## src/rtl/spi_xfer_pkg.sv

```systemverilog
// -----------------------------------------------------------------------------
// spi_xfer_pkg
// Shared definitions for the spi_xfer_ctrl block: the spi_ms SFR address map,
// control-register bit positions, status-register values, the controller
// state encoding and a helper that assembles the control byte.
// -----------------------------------------------------------------------------
package spi_xfer_pkg;

  // spi_ms SFR addresses
  localparam logic [2:0] SFR_CTL = 3'd0;
  localparam logic [2:0] SFR_STS = 3'd1;
  localparam logic [2:0] SFR_DIV = 3'd2;
  localparam logic [2:0] SFR_DAT = 3'd3;

  // Control register bit positions
  localparam int CTL_SPE  = 6;
  localparam int CTL_MSTR = 4;
  localparam int CTL_CPOL = 3;
  localparam int CTL_CPHA = 2;

  // Status register values: 0x01 enables the core, 0x00 clears the
  // transfer-complete flag (and with it intspi).
  localparam logic [7:0] STS_ENABLE = 8'h01;
  localparam logic [7:0] STS_CLEAR  = 8'h00;

  typedef enum logic [3:0] {
    S_IDLE     = 4'd0,
    S_CFG_CTL  = 4'd1,
    S_CFG_STS  = 4'd2,
    S_CFG_DIV  = 4'd3,
    S_SS_ON    = 4'd4,
    S_LOAD     = 4'd5,
    S_WR_DAT   = 4'd6,
    S_WAIT_INT = 4'd7,
    S_READ     = 4'd8,
    S_ACK      = 4'd9,
    S_SS_HOLD  = 4'd10,
    S_GAP      = 4'd11
  } state_t;

  // Control byte: SPE and MSTR always set, mode bits from the configuration.
  function automatic logic [7:0] ctl_byte(input logic cpol, input logic cpha);
    logic [7:0] v;
    v           = 8'h00;
    v[CTL_SPE]  = 1'b1;
    v[CTL_MSTR] = 1'b1;
    v[CTL_CPOL] = cpol;
    v[CTL_CPHA] = cpha;
    return v;
  endfunction

endpackage

```

## src/rtl/spi_rx_fifo.sv

```systemverilog
// -----------------------------------------------------------------------------
// spi_rx_fifo
// Synchronous FIFO holding bytes read back from spi_ms until the host pops
// them. Pointers carry one extra MSB so full and empty are told apart without
// a separate count. Push when full and pop when empty are ignored; a push and
// a pop in the same cycle both take effect.
//
// Ports
//   i_clk, i_rst   clock, synchronous active-high reset (flushes contents)
//   i_push, i_data write strobe and byte
//   i_pop          read strobe (advances the read pointer)
//   o_data         byte at the head, valid while o_empty is low
//   o_full/o_empty occupancy flags
// -----------------------------------------------------------------------------
module spi_rx_fifo #(
  parameter int DEPTH = 4,
  parameter int W     = 8
) (
  input  logic         i_clk,
  input  logic         i_rst,
  input  logic         i_push,
  input  logic [W-1:0] i_data,
  input  logic         i_pop,
  output logic [W-1:0] o_data,
  output logic         o_full,
  output logic         o_empty
);

  localparam int AW = $clog2(DEPTH);

  logic [W-1:0] r_mem [DEPTH];
  logic [AW:0]  r_wr_ptr;
  logic [AW:0]  r_rd_ptr;
  logic         w_push;
  logic         w_pop;

  // Same index with different wrap bits means the writer is a full lap ahead.
  assign o_full  = (r_wr_ptr[AW] != r_rd_ptr[AW]) &&
                   (r_wr_ptr[AW-1:0] == r_rd_ptr[AW-1:0]);
  assign o_empty = (r_wr_ptr == r_rd_ptr);
  assign o_data  = r_mem[r_rd_ptr[AW-1:0]];

  assign w_push = i_push && !o_full;
  assign w_pop  = i_pop && !o_empty;

  always_ff @(posedge i_clk) begin
    if (i_rst) begin
      r_wr_ptr <= '0;
      r_rd_ptr <= '0;
      for (int i = 0; i < DEPTH; i++) begin
        r_mem[i] <= '0;
      end
    end else begin
      if (w_push) begin
        r_mem[r_wr_ptr[AW-1:0]] <= i_data;
        r_wr_ptr                <= r_wr_ptr + (AW+1)'(1);
      end
      if (w_pop) begin
        r_rd_ptr <= r_rd_ptr + (AW+1)'(1);
      end
    end
  end

endmodule

```

## src/rtl/spi_xfer_ctrl.sv

```systemverilog
// -----------------------------------------------------------------------------
// spi_xfer_ctrl
// Drives the SFR port of spi_ms to turn a host byte stream into SPI bursts.
// A cfg_start pulse programs control, status and divider registers; after that
// each burst asserts one slave select, and for every byte writes the data
// register, waits for intspi, reads the received byte into the RX FIFO and
// acknowledges the interrupt. tx_last closes the burst; a minimum idle gap
// with all selects high follows every burst.
//
// Handshakes (tx and rx): a byte moves on a rising clk edge where valid and
// ready are both high. tx_ready depends combinationally on tx_valid and is
// only ever high in the single LOAD cycle that latches the byte; rx_valid
// means rx_data holds the FIFO head and it stays put until popped.
//
// Ports
//   clk, rst                 clock, synchronous active-high reset
//   cfg_start, cfg_cpol, cfg_cpha, cfg_div, cfg_ss, cfg_done
//                            configuration request/values, configured flag
//   tx_valid, tx_ready, tx_data, tx_last    host TX byte stream
//   rx_valid, rx_ready, rx_data             RX FIFO pop port
//   busy, err_timeout        burst in progress, sticky intspi timeout
//   sfraddr_w, sfraddr_r, sfrwe, spidata_i, spssn_i   to spi_ms
//   sfr_data_o, intspi       from spi_ms
//   dbg_state                current controller state
// -----------------------------------------------------------------------------
module spi_xfer_ctrl
  import spi_xfer_pkg::*;
#(
  parameter int RX_DEPTH    = 4,
  parameter int TIMEOUT_CYC = 1024,
  parameter int IDLE_GAP    = 8
) (
  input  logic       clk,
  input  logic       rst,
  input  logic       cfg_start,
  input  logic       cfg_cpol,
  input  logic       cfg_cpha,
  input  logic [1:0] cfg_div,
  input  logic [2:0] cfg_ss,
  output logic       cfg_done,
  input  logic       tx_valid,
  output logic       tx_ready,
  input  logic [7:0] tx_data,
  input  logic       tx_last,
  output logic       rx_valid,
  input  logic       rx_ready,
  output logic [7:0] rx_data,
  output logic       busy,
  output logic       err_timeout,
  output logic [2:0] sfraddr_w,
  output logic [2:0] sfraddr_r,
  output logic       sfrwe,
  output logic [7:0] spidata_i,
  output logic [7:0] spssn_i,
  input  logic [7:0] sfr_data_o,
  input  logic       intspi,
  output state_t     dbg_state
);

  // One counter serves every timed state; it restarts on each state change.
  localparam int             CW       = $clog2(TIMEOUT_CYC + IDLE_GAP + 1) + 1;
  localparam logic [CW-1:0]  CNT_MAX  = '1;
  localparam logic [CW-1:0]  TO_LAST  = CW'(TIMEOUT_CYC - 1);
  localparam logic [CW-1:0]  GAP_LAST = CW'(IDLE_GAP - 1);

  state_t        r_state;
  state_t        w_next;
  logic [CW-1:0] r_cnt;

  logic       r_cpol;
  logic       r_cpha;
  logic [1:0] r_div;
  logic [2:0] r_ss;
  logic       r_cfg_done;
  logic       r_err;
  logic [7:0] r_tx_byte;
  logic       r_last;
  logic       r_int;

  logic w_two;
  logic w_cfg_accept;
  logic w_tx_accept;
  logic w_timeout;
  logic w_fifo_push;
  logic w_fifo_full;
  logic w_fifo_empty;
  logic w_sel_on;

  // Second cycle of a two-cycle SFR access or select phase.
  assign w_two = (r_cnt == CW'(1));

  // ---------------------------------------------------------------------------
  // Next-state logic
  // ---------------------------------------------------------------------------
  always_comb begin
    w_next       = r_state;
    w_cfg_accept = 1'b0;
    w_tx_accept  = 1'b0;
    w_timeout    = 1'b0;
    w_fifo_push  = 1'b0;
    case (r_state)
      S_IDLE: begin
        if (cfg_start) begin
          w_cfg_accept = 1'b1;
          w_next       = S_CFG_CTL;
        end else if (r_cfg_done && tx_valid) begin
          w_next = S_SS_ON;
        end
      end
      S_CFG_CTL:  if (w_two) w_next = S_CFG_STS;
      S_CFG_STS:  if (w_two) w_next = S_CFG_DIV;
      S_CFG_DIV:  if (w_two) w_next = S_IDLE;
      S_SS_ON:    if (w_two) w_next = S_LOAD;
      S_LOAD: begin
        if (tx_valid) begin
          w_tx_accept = 1'b1;
          w_next      = S_WR_DAT;
        end
      end
      S_WR_DAT:   if (w_two) w_next = S_WAIT_INT;
      S_WAIT_INT: begin
        if (r_int) begin
          w_next = S_READ;
        end else if (r_cnt == TO_LAST) begin
          w_timeout = 1'b1;
          w_next    = S_SS_HOLD;
        end
      end
      S_READ: begin
        // Read address has been held two cycles once r_cnt is nonzero; a full
        // FIFO keeps us here (address still held) rather than dropping data.
        if ((r_cnt != '0) && !w_fifo_full) begin
          w_fifo_push = 1'b1;
          w_next      = S_ACK;
        end
      end
      S_ACK:      if (w_two) w_next = r_last ? S_SS_HOLD : S_LOAD;
      S_SS_HOLD:  if (w_two) w_next = S_GAP;
      S_GAP:      if (r_cnt == GAP_LAST) w_next = S_IDLE;
      default:    w_next = S_IDLE;
    endcase
  end

  always_ff @(posedge clk) begin
    if (rst) begin
      r_state <= S_IDLE;
      r_cnt   <= '0;
    end else begin
      r_state <= w_next;
      if (w_next != r_state) begin
        r_cnt <= '0;
      end else if (r_cnt != CNT_MAX) begin
        r_cnt <= r_cnt + CW'(1);
      end
    end
  end

  // ---------------------------------------------------------------------------
  // Configuration, latched TX byte, sticky error, registered interrupt
  // ---------------------------------------------------------------------------
  always_ff @(posedge clk) begin
    if (rst) begin
      r_cpol     <= 1'b0;
      r_cpha     <= 1'b0;
      r_div      <= 2'd0;
      r_ss       <= 3'd0;
      r_cfg_done <= 1'b0;
      r_err      <= 1'b0;
      r_tx_byte  <= 8'h00;
      r_last     <= 1'b0;
      r_int      <= 1'b0;
    end else begin
      r_int <= intspi;
      if (w_cfg_accept) begin
        r_cpol     <= cfg_cpol;
        r_cpha     <= cfg_cpha;
        r_div      <= cfg_div;
        r_ss       <= cfg_ss;
        r_cfg_done <= 1'b0;
        r_err      <= 1'b0;
      end else if ((r_state == S_CFG_DIV) && (w_next == S_IDLE)) begin
        r_cfg_done <= 1'b1;
      end
      if (w_timeout) begin
        r_err <= 1'b1;
      end
      if (w_tx_accept) begin
        r_tx_byte <= tx_data;
        r_last    <= tx_last;
      end
    end
  end

  // ---------------------------------------------------------------------------
  // SFR port decode (pure function of the registered state)
  // ---------------------------------------------------------------------------
  always_comb begin
    sfrwe     = 1'b0;
    sfraddr_w = SFR_CTL;
    spidata_i = 8'h00;
    sfraddr_r = SFR_CTL;
    w_sel_on  = 1'b0;
    busy      = 1'b0;
    case (r_state)
      S_CFG_CTL: begin
        sfrwe     = 1'b1;
        sfraddr_w = SFR_CTL;
        spidata_i = ctl_byte(r_cpol, r_cpha);
      end
      S_CFG_STS: begin
        sfrwe     = 1'b1;
        sfraddr_w = SFR_STS;
        spidata_i = STS_ENABLE;
      end
      S_CFG_DIV: begin
        sfrwe     = 1'b1;
        sfraddr_w = SFR_DIV;
        spidata_i = {6'b0, r_div};
      end
      S_SS_ON, S_LOAD, S_WAIT_INT, S_SS_HOLD: begin
        w_sel_on = 1'b1;
        busy     = 1'b1;
      end
      S_WR_DAT: begin
        w_sel_on  = 1'b1;
        busy      = 1'b1;
        sfrwe     = 1'b1;
        sfraddr_w = SFR_DAT;
        spidata_i = r_tx_byte;
      end
      S_READ: begin
        w_sel_on  = 1'b1;
        busy      = 1'b1;
        sfraddr_r = SFR_DAT;
      end
      S_ACK: begin
        w_sel_on  = 1'b1;
        busy      = 1'b1;
        sfrwe     = 1'b1;
        sfraddr_w = SFR_STS;
        spidata_i = STS_CLEAR;
      end
      S_GAP: begin
        busy = 1'b1;
      end
      default: begin
        busy = 1'b0;
      end
    endcase
  end

  always_comb begin
    spssn_i = 8'hFF;
    if (w_sel_on) begin
      spssn_i[r_ss] = 1'b0;
    end
  end

  assign tx_ready    = w_tx_accept;
  assign cfg_done    = r_cfg_done;
  assign err_timeout = r_err;
  assign rx_valid    = !w_fifo_empty;
  assign dbg_state   = r_state;

  spi_rx_fifo #(
    .DEPTH (RX_DEPTH),
    .W     (8)
  ) u_rx_fifo (
    .i_clk   (clk),
    .i_rst   (rst),
    .i_push  (w_fifo_push),
    .i_data  (sfr_data_o),
    .i_pop   (rx_ready),
    .o_data  (rx_data),
    .o_full  (w_fifo_full),
    .o_empty (w_fifo_empty)
  );

endmodule

```

## config.mk

```make
export PLATFORM = sky130hd
export DESIGN_NAME = spi_xfer_ctrl
export DESIGN_NICKNAME = d
export VERILOG_FILES = /design/src/rtl/spi_xfer_pkg.sv /design/src/rtl/spi_rx_fifo.sv /design/src/rtl/spi_xfer_ctrl.sv
export SDC_FILE = /design/constraint.sdc
export NUM_CORES = 1
export LEC_CHECK = 0
export BUFFER_PORTS_ARGS = -buffer_cell sky130_fd_sc_hd__buf_4
export CORE_MARGIN = 1
export CORE_UTILIZATION = 60
export CTS_CLUSTER_DIAMETER = 120
export DETAILED_ROUTE_END_ITERATION = 6
export PLACE_DENSITY = 0.95
export SLEW_MARGIN = 20
export SYNTH_ARGS = -nofsm -noshare
export SYNTH_HDL_FRONTEND = slang
export SYNTH_HIERARCHICAL = 1
export SYNTH_SLANG_ARGS = --single-unit
export TNS_END_PERCENT = 50
```

## constraint.sdc

```tcl
create_clock -name clk -period 6.6 [get_ports clk]
set_clock_uncertainty 0.05 [all_clocks]
set_input_delay 1.32 -clock clk [delete_from_list [all_inputs] [get_ports clk]]
set_output_delay 1.32 -clock clk [all_outputs]
set_load 0.01 [all_outputs]
```

==> out/results.txt, run 1 <==
The global-route wire length before repair came out at 15.2 mm. For this configuration, the core starts out at a cell density of 62.7%. Counting every sink on the clock net gives 75. The tools report the cell chosen for the clock root as clkbuf_8. Using the TritonRoute via totals, the vias-per-cell ratio works out to 6.03. Biggest cell delay along the critical path: 0.40 ns.

The gate count of the mapped netlist is 436, and the post-synthesis average cell area is 9.24 um2. TritonCTS built the clock tree. The clock-pin slew on the worst setup and hold paths was 0.08 ns.

The tools report the antenna diode instance count as 0. The run gives 5.23 ns as the critical path required time. The clock network accounts for 30.4% of the total power.

The commonest register cell after synthesis was dfxtp_1. After synthesis, the netlist uses 60 different library cells. For the pin with the worst max-slew slack, the measured transition is 0.757 ns.

The later-pin clock latency in the skew report came out at 0.36 ns. The area growth from synthesis to layout is 16.5%. Path class of the lowest-slack min-delay path: flip-flop to flip-flop. The run gives 4690 um2 as the post-route cell area. The run finished, with violations left. Counting flops with an async set or reset pin after synthesis yields a share of 0%. In this design, the critical path's most frequently occurring cell is buf_4.

The detailed router placed 3449 vias in this run. The signal on the critical path passes through buf_4 -> nand3_1 -> inv_1 -> buf_4. The weighted congestion at the end of routability-driven global placement was 0.862.

Setup violations remaining at the end of the flow were counted as 0. For the number of hold-repair buffers added at the cts stage, the log shows 0. The final reports fail on design-rule violations.

On the final layout, the worst hold slack is 0.411 ns. Adding up every negative setup slack in the final design gives 0 ns. The average routed wire per standard cell is 16.2 um.

The tools report the sum of net half-perimeters after detailed placement as 6.52 mm. IR analysis of the VDD net gives a maximum drop of 0.000175 V. The run gives 19.0% as the combinational cell fraction of total power. Setup repair after global routing left no endpoint under its margin. The hold violation total from the final report came out at 0. The final count of pins violating max slew was 0; the total area of multi-input combinational cells was 2020 um2. The tools report the number of antenna violations at the first check in global routing as 0. In this run switching power makes up 30.2% of total power. The tools report the storage element area as 1820 um2.

After synthesis the netlist holds a flip-flop and latch count of 75. The synthesized design contains 32 enable-type register cells. The fraction of layout instances using a drive strength above 1 is 23.2%, and the reported leakage power is 1.79 nW. The final critical-path share of the clock period works out to 55.8%. The mapped cell area is 4030 um2. Final critical delay including setup and external delays: 3.68 ns. The area of the core was 6420 um2; the number of design-rule violations left by the first detailed-router iteration was 263.

The logs give 556 for the number of placed instances, taps included and 9 for the number of buffers inserted during clock tree synthesis. For this design the ratio of total power to cell area is 224 nW/um2. For the number of resized instances in the post-cts repair step, the log shows 0. The highest fanout seen on the critical path came out at 12. During placement, the flow inserted port buffers numbering 67. The number of warnings reported in the yosys synthesis log was 6. For the via count of the first global-routing pass, the log shows 3254. After the last flow step, the layout net total stands at 525.

Pin placement for this block handled 70 I/O pins. The routed wire length was 9.25 mm. From bottom edge to top edge, the die measures 83.9 um.

The logs give 0 for the setup fix buffers added after clock tree synthesis and 0 for the max capacitance violation total. The worst setup path is launched from an input pin. Summing the sequential cell areas from Yosys gives 45.2% of the chip area. For the deepest clock path buffer count, the log shows 2. Global routing used 27.6% of the available tracks across all layers. The analysis attributes to net switching a power of 0.000317 W. The type of the setup path with the least slack was input pin to primary output.

The normalized max-slew margin is 49.2%, and the area after detailed placement is 4520 um2. For this design, the slowest cell found on the critical path is inv_1. The total global routing overflow was 0; the relative contribution of sequential cells to total power was 50.6%. Entering global routing, the biggest net connects 42 pins.

The first detailed-routing pass took 7 iterations. The count of nets left with antenna violations once routing finished came out at 0. The run gives 0.000734 W as the cell internal power dissipation. Data arrives at the worst endpoint at 2.31 ns. The number of cell rows is 29, and the area of the die is 7050 um2. The finished layout holds 572 standard cells, fillers aside. The horizontal die dimension is 83.9 um, and the upper clock frequency limit is 0.272 GHz. Overall power consumption after layout is estimated at 0.00105 W. The logs give 8 for the final routed DRC violation total and 3 for the level count of the clock H-tree. The category of the worst setup path capture point is a primary output. The layout has 466 filler cells.
==> worst paths after layout <==
path,start,endpoint,slack (ns),depth (start not counted)
max,tx_valid,tx_ready,2.92,4
max reg2reg,u_rx_fifo/r_rd_ptr[0],u_rx_fifo/r_mem[0][4],2.96,8
min,r_tx_byte[0],r_tx_byte[0],0.41,2
min reg2reg,r_tx_byte[0],r_tx_byte[0],0.41,2
==> cells in the final DEF, fill, tap and decap left out, drive strengths merged, types with 2 or more instances in the layout <==
cell type	n
a211o	2
a211oi	2
a21o	3
a21oi	29
a22oi	3
a2bb2oi	2
a31o	3
a31oi	5
and2	2
and3	5
buf	70
clkbuf	9
clkinv	4
clkinvlp	2
conb	2
dfxtp	43
edfxtp	32
ha	5
inv	17
mux2i	3
mux4	8
nand2	55
nand2b	5
nand3	20
nand3b	4
nand4	10
nor2	52
nor2b	15
nor3	18
nor3b	5
nor4	6
o2111ai	2
o211ai	2
o21ai	16
o31ai	3
or4	5
xnor2	9
xor2	4
==> critical path, delay by kind of cell <==
kind | cells | cell delay, ns
buf+inv | 3 | 0.68
simple gates | 1 | 0.31
==> through the flow <==
stage               setup WS, ns  util (%)
floorplan                   3.45         -
global placement            2.97      70.4
detailed placement          2.94      70.4
CTS                         2.92      73.1
global route                2.66      73.1
finish                      2.92      73.1
==> cells by family after synthesis <==
family / count (synthesis) / synth area share, %
AO/OA/AOI/OAI: 80 / 13.1
XOR/XNOR: 13 / 3.01
adder cells (fa/ha/maj): 5 / 1.55
buffers and inverters: 44 / 4.84
flip-flops: 75 / 45.2
multiplexers: 11 / 5.22
other: 1 / 0.0931
AND/OR/NAND/NOR: 207 / 27.0
==> state kept, by name, summed over array words and instances, names as in the netlist, named ones only <==
| signal | cells |
|---|---|
| cfg_done | 1 |
| dbg_state | 4 |
| err_timeout | 1 |
| r_cnt | 12 |
| r_cpha | 1 |
| r_cpol | 1 |
| r_div | 2 |
| r_int | 1 |
| r_last | 1 |
| r_ss | 3 |
| r_tx_byte | 8 |
| u_rx_fifo/r_mem | 32 |
| u_rx_fifo/r_rd_ptr | 3 |
| u_rx_fifo/r_wr_ptr | 3 |
==> cells in the mapped netlist, types with 5 or more instances <==
| cell type | number | area, um2 |
|---|---|---|
| o21ai_0 | 15 | 75.1 |
| nor3b_1 | 5 | 37.5 |
| nand4_1 | 10 | 62.6 |
| ha_1 | 5 | 62.6 |
| a31oi_1 | 5 | 31.3 |
| nand2b_1 | 5 | 31.3 |
| a21oi_1 | 29 | 145 |
| dfxtp_1 | 43 | 861 |
| nor3_1 | 8 | 40.0 |
| nor4_1 | 6 | 37.5 |
| buf_2 | 9 | 45.0 |
| nor2_1 | 52 | 195 |
| nor3_2 | 10 | 100 |
| mux4_2 | 8 | 180 |
| clkbuf_1 | 13 | 48.8 |
| and3_1 | 5 | 31.3 |
| nand2_1 | 55 | 206 |
| edfxtp_1 | 32 | 961 |
| inv_1 | 15 | 56.3 |
| xnor2_1 | 8 | 70.1 |
| nand3_1 | 19 | 95.1 |
| nor2b_1 | 15 | 93.8 |
==> power groups by stage <==
stage | logic [W] | clock network, W | registers [W]
finish | 0.000200 | 0.000319 | 0.000532
global route | 0.000217 | 0.000344 | 0.000536
CTS | 0.000200 | 0.000323 | 0.000532
detailed placement | 0.000198 | 0 | 0.000543
global placement | 0.000191 | 0 | 0.000541
floorplan | 0.000153 | 0 | 0.000520
==> final cells by class <==
class                      instances  area share, %
clock inverter                     7           1.09
sequential                        75           38.8
timing repair buffer              70           11.2
tap                               77           2.05
inverter                          16           1.28
multi-input combinational        318           42.9
clock buffer                       9           2.64
==> routing by layer <==
| metal | share of wire (%) | global-route usage [%] | wire length (um) | up-vias |
|---|---|---|---|---|
| li1 | - | - | - | 1666 |
| met1 | 39 | 32.8 | 3650 | 1629 |
| met2 | 53 | 48.2 | 4870 | 139 |
| met3 | 6.4 | 7.32 | 594 | 15 |
| met4 | 1.5 | 9.09 | 138 | 0 |
| met5 | 0 | 0 | 0 | - |
Power figures use the tool's default switching activity.
==> run 2: changes to the inputs <==
--- a/config.mk
+++ b/config.mk
@@ -5,12 +5,13 @@
 export SDC_FILE = /design/constraint.sdc
 export NUM_CORES = 1
 export LEC_CHECK = 0
+export ABC_AREA = 1
 export BUFFER_PORTS_ARGS = -buffer_cell sky130_fd_sc_hd__buf_4
 export CORE_MARGIN = 1
-export CORE_UTILIZATION = 60
+export CORE_UTILIZATION = 51
 export CTS_CLUSTER_DIAMETER = 120
 export DETAILED_ROUTE_END_ITERATION = 6
-export PLACE_DENSITY = 0.95
+export PLACE_DENSITY = 0.88
 export SLEW_MARGIN = 20
 export SYNTH_ARGS = -nofsm -noshare
 export SYNTH_HDL_FRONTEND = slang
==> constraint.sdc (replaced) <==
create_clock -name clk -period 3.25 [get_ports clk]
set_clock_uncertainty 0.05 [all_clocks]
set_input_delay 0.65 -clock clk [delete_from_list [all_inputs] [get_ports clk]]
set_output_delay 0.65 -clock clk [all_outputs]
set_load 0.01 [all_outputs]
==> out/results.txt, run 2 <==
The run gives 75 (unchanged) as the number of sinks driven by the clock tree. Compared with the post-synthesis result, the final layout area differs by 19.6%. The detailed-route via count is 3525 (+2.2%). In the final layout, the registers with the most flip-flops are u_rx_fifo/r_mem (32), r_cnt (12), r_tx_byte (8).

For the remaining number of nets flagged by the antenna check after routing, the log shows 0 (unchanged). The post-synthesis average cell area works out to 8.09 um2 (-12%). For hold timing, the worst endpoint is r_div[1]. The logs give 2.11 nW (+18%) for the reported leakage power and 0 (unchanged) for the setup fix buffers added after clock tree synthesis. The number of synthesized flops with an enable pin works out to 32 (unchanged).

The net load switching power is 0.000625 W (+97%). The tools report the number of hold-repair buffers added at the cts stage as 0 (unchanged). The worst vdd rail ir drop is 0.000286 V (+64%), and the number of detailed-route iterations in the first pass is 5 (-2).

The average vias per placed instance works out to 5.23 (-13%). The tools report the final-layout setup total negative slack as 0 ns (unchanged). The sum of net half-perimeters after detailed placement is 6.77 mm (+3.8%). Relative contribution of sequential cells to total power: 45.8% (-4.8 points). The aggregate global-route resource usage came out at 22.6% (-4.9 points). The largest register by flop count was u_rx_fifo/r_mem. The area after detailed placement was 4600 um2 (+1.9%); the post-synthesis async set-or-reset flop share was 0% (unchanged). The power density over the cells is 479 nW/um2 (+110%), and the layout net count is 602 (+15%).

The routed wire length was 9.09 mm (-1.7%). The hold violation total from the final report is 0 (unchanged). The commonest cells after synthesis are nand2_1 (82), nor2_1 (67), inv_1 (61), dfxtp_1 (43), o21ai_0 (41). The overall power consumption is 0.00232 W (+120%), and the initial cell density of the core is 52.6% (-10 points). The flip-flop and latch count after synthesis was 75 (unchanged).

The average routed wire per standard cell was 13.5 um (-17%). The library cell used most frequently in the layout, excluding fill and tap cells, is nand2_1. The endpoint identified for the worst register-to-register timing path is u_rx_fifo/r_mem[3][6]. The run gives 0 (unchanged) as the final count of pins violating max slew. In the layout the commonest cells are nand2_1 (82), buf_4 (70), nor2_1 (67).

The tools report the cell chosen for the clock root as clkbuf_8. For the via count of the first global-routing pass, the log shows 3382 (+3.9%). TritonCTS built the clock tree. The later-pin clock latency in the skew report was 0.35 ns (about the same).

Path class of the lowest-slack min-delay path: flip-flop to flip-flop. The number of ports placed on the die boundary was 70 (unchanged); the normalized max-slew margin was 54.2% (+5.0 points). The run gives 9 (unchanged) as the number of buffers inserted during clock tree synthesis. Setup repair after global routing left no endpoint under its margin. The clock-pin slew on the worst setup and hold paths is 0.08 ns (about the same), and the endpoint arrival time on the critical path is 1.98 ns (-0.33 ns). Area of the die: 8290 um2 (+18%).

The cell type contributing the most total cell area after synthesis is edfxtp_1. The deepest clock path buffer count was 2 (unchanged); the number of cell rows was 32 (+10%). The flip-flop count of the largest register, all copies and words added is 32 (unchanged), and the count of endpoints failing setup in the final report is 0 (unchanged). Part of the power in the clock network: 36.5% (+6.1 points). The number of port buffers was 67 (unchanged). For the setup slack of the worst register-to-register path, the log shows 0.60 ns (-2.36 ns).

The number of cells on the worst hold path is 2 (unchanged), and the post-synthesis cell type count is 38 (-37%). The number of warnings reported in the yosys synthesis log is 6 (unchanged), and the highest fanout seen on the critical path is 17 (+5). The run gives 0 (unchanged) as the total global routing overflow. The final routed DRC violation total was 0 (-8); the area of the core was 7690 um2 (+20%). For the critical path required time, the log shows 2.55 ns (-2.68 ns). Fraction of post-synthesis cell area in the top cell type by area: 23.8% (-0.089 points).

The switching part of the total power came out at 27.0% (-3.2 points). Number of cells traversed by the worst register-to-register path: 12 (+4). Timing would allow up to 0.373 GHz.

The tools report the gate count of the mapped netlist as 500 (+15%). The startpoint identified for the worst hold timing path is r_div[1]. The logs give 17.7% (-1.3 points) for the combinational cell fraction of total power and 168 (-36%) for the number of design-rule violations left by the first detailed-router iteration. The run gives 0 (unchanged) as the number of resized instances in the post-cts repair step. For the antenna diode instance count, the log shows 0 (unchanged).

The weighted congestion at the end of routability-driven global placement is 0.934 (+8.3%), and the global-route wire length before repair is 15.0 mm (-1.3%). The clock period could shrink to 2.68 ns. Type of the setup path with the least slack: flip-flop to primary output. Category of the worst setup path capture point: a primary output. The tools report the cell internal power dissipation as 0.00169 W (+130%). The worst-margin pin slew is 0.682 ns (-0.0756 ns), and the worst hold slack after final layout is 0.405 ns (-0.00583 ns).

The flow ran to the end, and the final reports show no timing, DRC or antenna violations. The final critical-path share of the clock period is 82.6%. Level count of the clock H-tree: 3 (unchanged). For the post-route cell area, the log shows 4840 um2 (+3.0%). The vertical die dimension is 91.0 um (+8.5%). Launch point of the worst reg-to-reg path: u_rx_fifo/r_wr_ptr[0]. STA classifies the critical path startpoint as a flip-flop. The mapped cell area is 4040 um2 (+0.37%), and the sequential cell area fraction in the yosys report is 45.0% (-0.17 points). Max capacitance violation total: 0 (unchanged). Among all cell types in the netlist, the one instantiated most often is nand2_1. The number of antenna violations at the first check in global routing is 0 (unchanged). The largest net degree at the start of global routing is 20 (-52%). The horizontal die dimension came out at 91.0 um (+8.5%). In the synthesized netlist the dominant register cell turns out to be dfxtp_1.

By area the synthesized netlist is led by edfxtp_1 (24%), dfxtp_1 (21%), nand2_1 (7.6%). The fraction of layout instances using a drive strength above 1 works out to 25.5% (+2.3 points).
[run 2: worst max path at each step]
stage,end,startpoint,slack [ns]
4_1_cts,rx_data[6],flip-flop,0.57
6_report,rx_data[6],flip-flop,0.57
3_3_place_gp,u_rx_fifo/r_mem[3][6],u_rx_fifo/r_wr_ptr[0],0.79
5_1_grt,rx_data[6],flip-flop,0.33
2_1_floorplan,u_rx_fifo/r_mem[0][0],u_rx_fifo/r_rd_ptr[1],1.0
3_5_place_dp,u_rx_fifo/r_mem[3][2],u_rx_fifo/r_wr_ptr[0],0.63
[run 2: final cells by class]
class                   instances  area [um2]
clock buffers                  11         131
clock inverters                 5         101
fillers                       656        2850
inverters                      70         268
multi-input cells             341        1860
flip-flops and latches         75        1820
well taps                     102         128
repair buffers                 70         526
[run 2: metrics by stage]
stage               util (%)  instances  setup WS (ns)
floorplan                  -        501          0.997
global placement        59.9        658          0.788
detailed placement      59.9        658          0.630
CTS                     62.9        674          0.568
global route            62.9        674          0.330
finish                  62.9        674          0.567
[run 2: routing by layer]
metal  vias up  wire length, um  part of all wire [%]  GRT usage, %
met2       118             4560                    50          39.3
met3        24              437                   4.8          3.18
met5         -                0                     0             0
met4         0              260                   2.9          11.8
li1       1765                -                     -             -
met1      1618             3830                    42          27.2
[run 2: cells by family (layout without fill, tap and decap cells)]
group,Yosys count,in the layout,share of synthesized area [%]
AOI/OAI and AO/OA,89,89,11.8
buffers and inverters,85,156,9.03
xor gates and xnor gates,8,8,1.73
adders and majority gates,5,5,1.55
other,1,2,0.0927
DFF,75,75,45.0
and+or+nand+nor,237,237,30.7
[run 2: power groups by stage]
stage	clock network (W)	registers (W)	logic (W)
2_1_floorplan	0	0.00107	0.000272
4_1_cts	0.000862	0.00106	0.000409
3_3_place_gp	0	0.00108	0.000396
5_1_grt	0.000890	0.00107	0.000459
6_report	0.000845	0.00106	0.000410
3_5_place_dp	0	0.00108	0.000405
[run 2: critical path, cell delays in order, from the launching register on]
cell,delay (ns)
dfxtp_1,0.62
inv_1,0.32
o21ai_0,0.38
o22ai_1,0.15
buf_4,0.17
==> run 3: changes to the inputs <==
--- a/config.mk
+++ b/config.mk
@@ -8,10 +8,10 @@
 export ABC_AREA = 1
 export BUFFER_PORTS_ARGS = -buffer_cell sky130_fd_sc_hd__buf_4
 export CORE_MARGIN = 1
-export CORE_UTILIZATION = 51
+export CORE_UTILIZATION = 56
 export CTS_CLUSTER_DIAMETER = 120
 export DETAILED_ROUTE_END_ITERATION = 6
-export PLACE_DENSITY = 0.88
+export PLACE_DENSITY = 0.91
 export SLEW_MARGIN = 20
 export SYNTH_ARGS = -nofsm -noshare
 export SYNTH_HDL_FRONTEND = slang
==> constraint.sdc (replaced) <==
create_clock -name clk -period 2.55 [get_ports clk]
set_clock_uncertainty 0.05 [all_clocks]
set_input_delay 0.51 -clock clk [delete_from_list [all_inputs] [get_ports clk]]
set_output_delay 0.51 -clock clk [all_outputs]
set_load 0.01 [all_outputs]
==> out/results.txt, run 3 (synthesis results as in run 2) <==
The number of cell rows came out at 30 (-6.3%). The smallest clock period supported by the final layout is computed as 2.36 ns. The run gives 26.2% (+3.5 points) as the aggregate global-route resource usage. The number of design-rule violations left by the first detailed-router iteration came out at 266 (+58%). The critical path launch point is dbg_state[0]. The level count of the clock H-tree is 3 (unchanged), and the highest fanout seen on the critical path is 8 (-9). The largest net degree at the start of global routing is 19 (-5.0%), and the later-pin clock latency in the skew report is 0.36 ns (about the same). The average vias per placed instance was 5.41 (+3.4%); the remaining number of nets flagged by the antenna check after routing was 0 (unchanged).

The run gives 15.2 mm (+1.1%) as the global-route wire length before repair. The final-layout setup total negative slack is 0 ns (unchanged), and the endpoint arrival time on the critical path is 1.80 ns (-0.18 ns). The run gives 3644 (+3.4%) as the detailed-route via count. Grouping stages by cell kind, the critical path spends the most delay in flip-flops. The routed wire length is 9.37 mm (+3.1%). The horizontal die dimension was 87.0 um (-4.5%); the layout overhead on the synthesized area was 19.8%. The vertical die dimension is 87.0 um (-4.5%), and the fraction of layout instances using a drive strength above 1 is 26.8% (+1.3 points). The via count of the first global-routing pass is 3336 (-1.4%), and the count of endpoints failing setup in the final report is 0 (unchanged).

Biggest cell delay along the critical path: 0.51 ns (-0.11 ns). The deepest clock path buffer count was 2 (unchanged). The max capacitance violation total came out at 0 (unchanged).

The run gives 0 (unchanged) as the hold violation total from the final report. The critical path required time is 1.99 ns (-0.56 ns). The number of hold-repair buffers added at the cts stage came out at 0 (unchanged). The post-route cell area was 4850 um2 (+0.21%). The worst setup path is captured at a primary output. Walking the worst path, the cells encountered are nand2_1 -> nor2_1 -> inv_1 -> o22ai_1 -> buf_4. The worst setup path is of the flip-flop to primary output kind. The run gives 0.000448 V (+56%) as the worst vdd rail ir drop. The top cell types in the final layout, fill and taps aside, are nand2_1 (82), buf_4 (76), nor2_1 (67). The cell at the slowest stage of the critical path is dfxtp_1. For the layout net count, the log shows 608 (+1.0%). The worst register-to-register path begins at u_rx_fifo/r_wr_ptr[1].

The setup slack of the worst register-to-register path is 0.22 ns (-0.38 ns), and the number of cells traversed by the worst register-to-register path is 12 (unchanged). The power density over the cells was 588 nW/um2 (+23%); the clock-pin slew on the worst setup and hold paths was 0.08 ns (about the same). The buffers plus inverters on the worst setup path works out to 2 (unchanged). Clock tree synthesis selected as its root buffer the cell clkbuf_8. For the upper clock frequency limit, the log shows 0.424 GHz. The flow ran to the end, and the final reports show no timing, DRC or antenna violations. In this run the worst hold path is classified as input pin to flip-flop. For the total global routing overflow, the log shows 0 (unchanged). The area after detailed placement was 4640 um2 (+0.82%); the number of sinks driven by the clock tree was 75 (unchanged). The most critical setup path has its endpoint at spidata_i[1]. The average routed wire per standard cell was 13.9 um (+3.1%). For the sum of net half-perimeters after detailed placement, the log shows 6.96 mm (+2.8%). The number of cells on the worst hold path is 3 (+1), and the antenna diode instance count is 0 (unchanged). The run gives 5 (unchanged) as the number of detailed-route iterations in the first pass. Dividing the final minimum period by the clock period gives 92.4%. TritonCTS built the clock tree.

The logs give 542 (-17%) for the count of fill cells added during filler insertion and 0 (unchanged) for the setup fix buffers added after clock tree synthesis. The run gives 0 (unchanged) as the final count of pins violating max slew. Category of the worst setup path launch point: a flip-flop.

The reported leakage power was 2.12 nW (+0.86%). The tools report the final routed DRC violation total as 0 (unchanged). For the number of antenna violations at the first check in global routing, the log shows 0 (unchanged). The number of resized instances in the post-cts repair step was 0 (unchanged); the total area of multi-input combinational cells was 1860 um2 (unchanged). The weighted congestion at the end of routability-driven global placement is 0.890 (-4.7%), and the storage element area is 1820 um2 (unchanged). Leaving out fill and tap cells, the most frequent cell in the layout is nand2_1. More flip-flops sit in one register than any other, and that register is u_rx_fifo/r_mem. The run gives 6870 um2 (-11%) as the area of the core. In the final layout, the registers with the most flip-flops are u_rx_fifo/r_mem (32), r_cnt (12), r_tx_byte (8). Flip-flop count of the largest register, all copies and words added: 32 (unchanged). Number of ports placed on the die boundary: 70 (unchanged).

Setup repair after global routing left no endpoint under its margin. The number of buffers inserted during clock tree synthesis came out at 9 (unchanged). In this run the critical register-to-register path is captured at u_rx_fifo/r_mem[3][0]. The number of port buffers was 67 (unchanged); the area of the die was 7560 um2 (-8.7%). The number of cells on the critical path is 5 (+1), and the initial cell density of the core is 58.9% (+6.3 points).
-- run 3: where the power goes --
part / leakage (nW) / total, W / switching, W / internal (W)
combinational: 1.34 / 0.000537 / 0.000325 / 0.000212
clock: 0.101 / 0.000965 / 0.000497 / 0.000467
sequential: 0.680 / 0.00135 / 0.0000462 / 0.00130
total: 2.12 / 0.00285 / 0.000868 / 0.00198
-- run 3: area by class of cell --
cell class | count | share of cell area [%]
clock buffers | 9 | 2.56
clock inverters | 7 | 1.68
inverters | 70 | 5.53
multi-input cells | 341 | 38.4
flip-flops and latches | 75 | 37.6
well taps | 96 | 2.48
repair buffers | 76 | 11.8
-- run 3: tightest hold or removal path: cells and delay by family --
kind                   cells  cell delay [ns]
and+or+nand+nor            1             0.08
buffers and inverters      2             0.10
-- run 3: metrics by stage --
stage	total power [W]	util (%)	instances	hold slack, ns	setup WS, ns
after detailed placement	0.00191	67.6	658	0.397	0.250
after CTS	0.00285	70.5	674	0.329	0.233
after global placement	0.00189	67.6	658	0.387	0.368
after global routing	0.00297	70.5	674	0.338	0.0349
final	0.00285	70.5	674	0.325	0.193
after floorplan	0.00171	-	501	0.375	0.297
-- run 3: worst min-delay path by stage --
stage | start | to | slack (ns)
3_5_place_dp | r_tx_byte[4] | r_tx_byte[4] | 0.40
6_report | intspi | r_int | 0.32
2_1_floorplan | r_tx_byte[4] | r_tx_byte[4] | 0.37
5_1_grt | intspi | r_int | 0.34
3_3_place_gp | r_tx_byte[4] | r_tx_byte[4] | 0.39
4_1_cts | intspi | r_int | 0.33
-- run 3: metal layers --
metal	wire, um	vias to the layer above	global-route usage, %
met5	0	-	0
met4	208	0	9.55
met3	609	20	5.50
met2	4720	149	46.2
met1	3830	1693	31.3
li1	-	1782	-
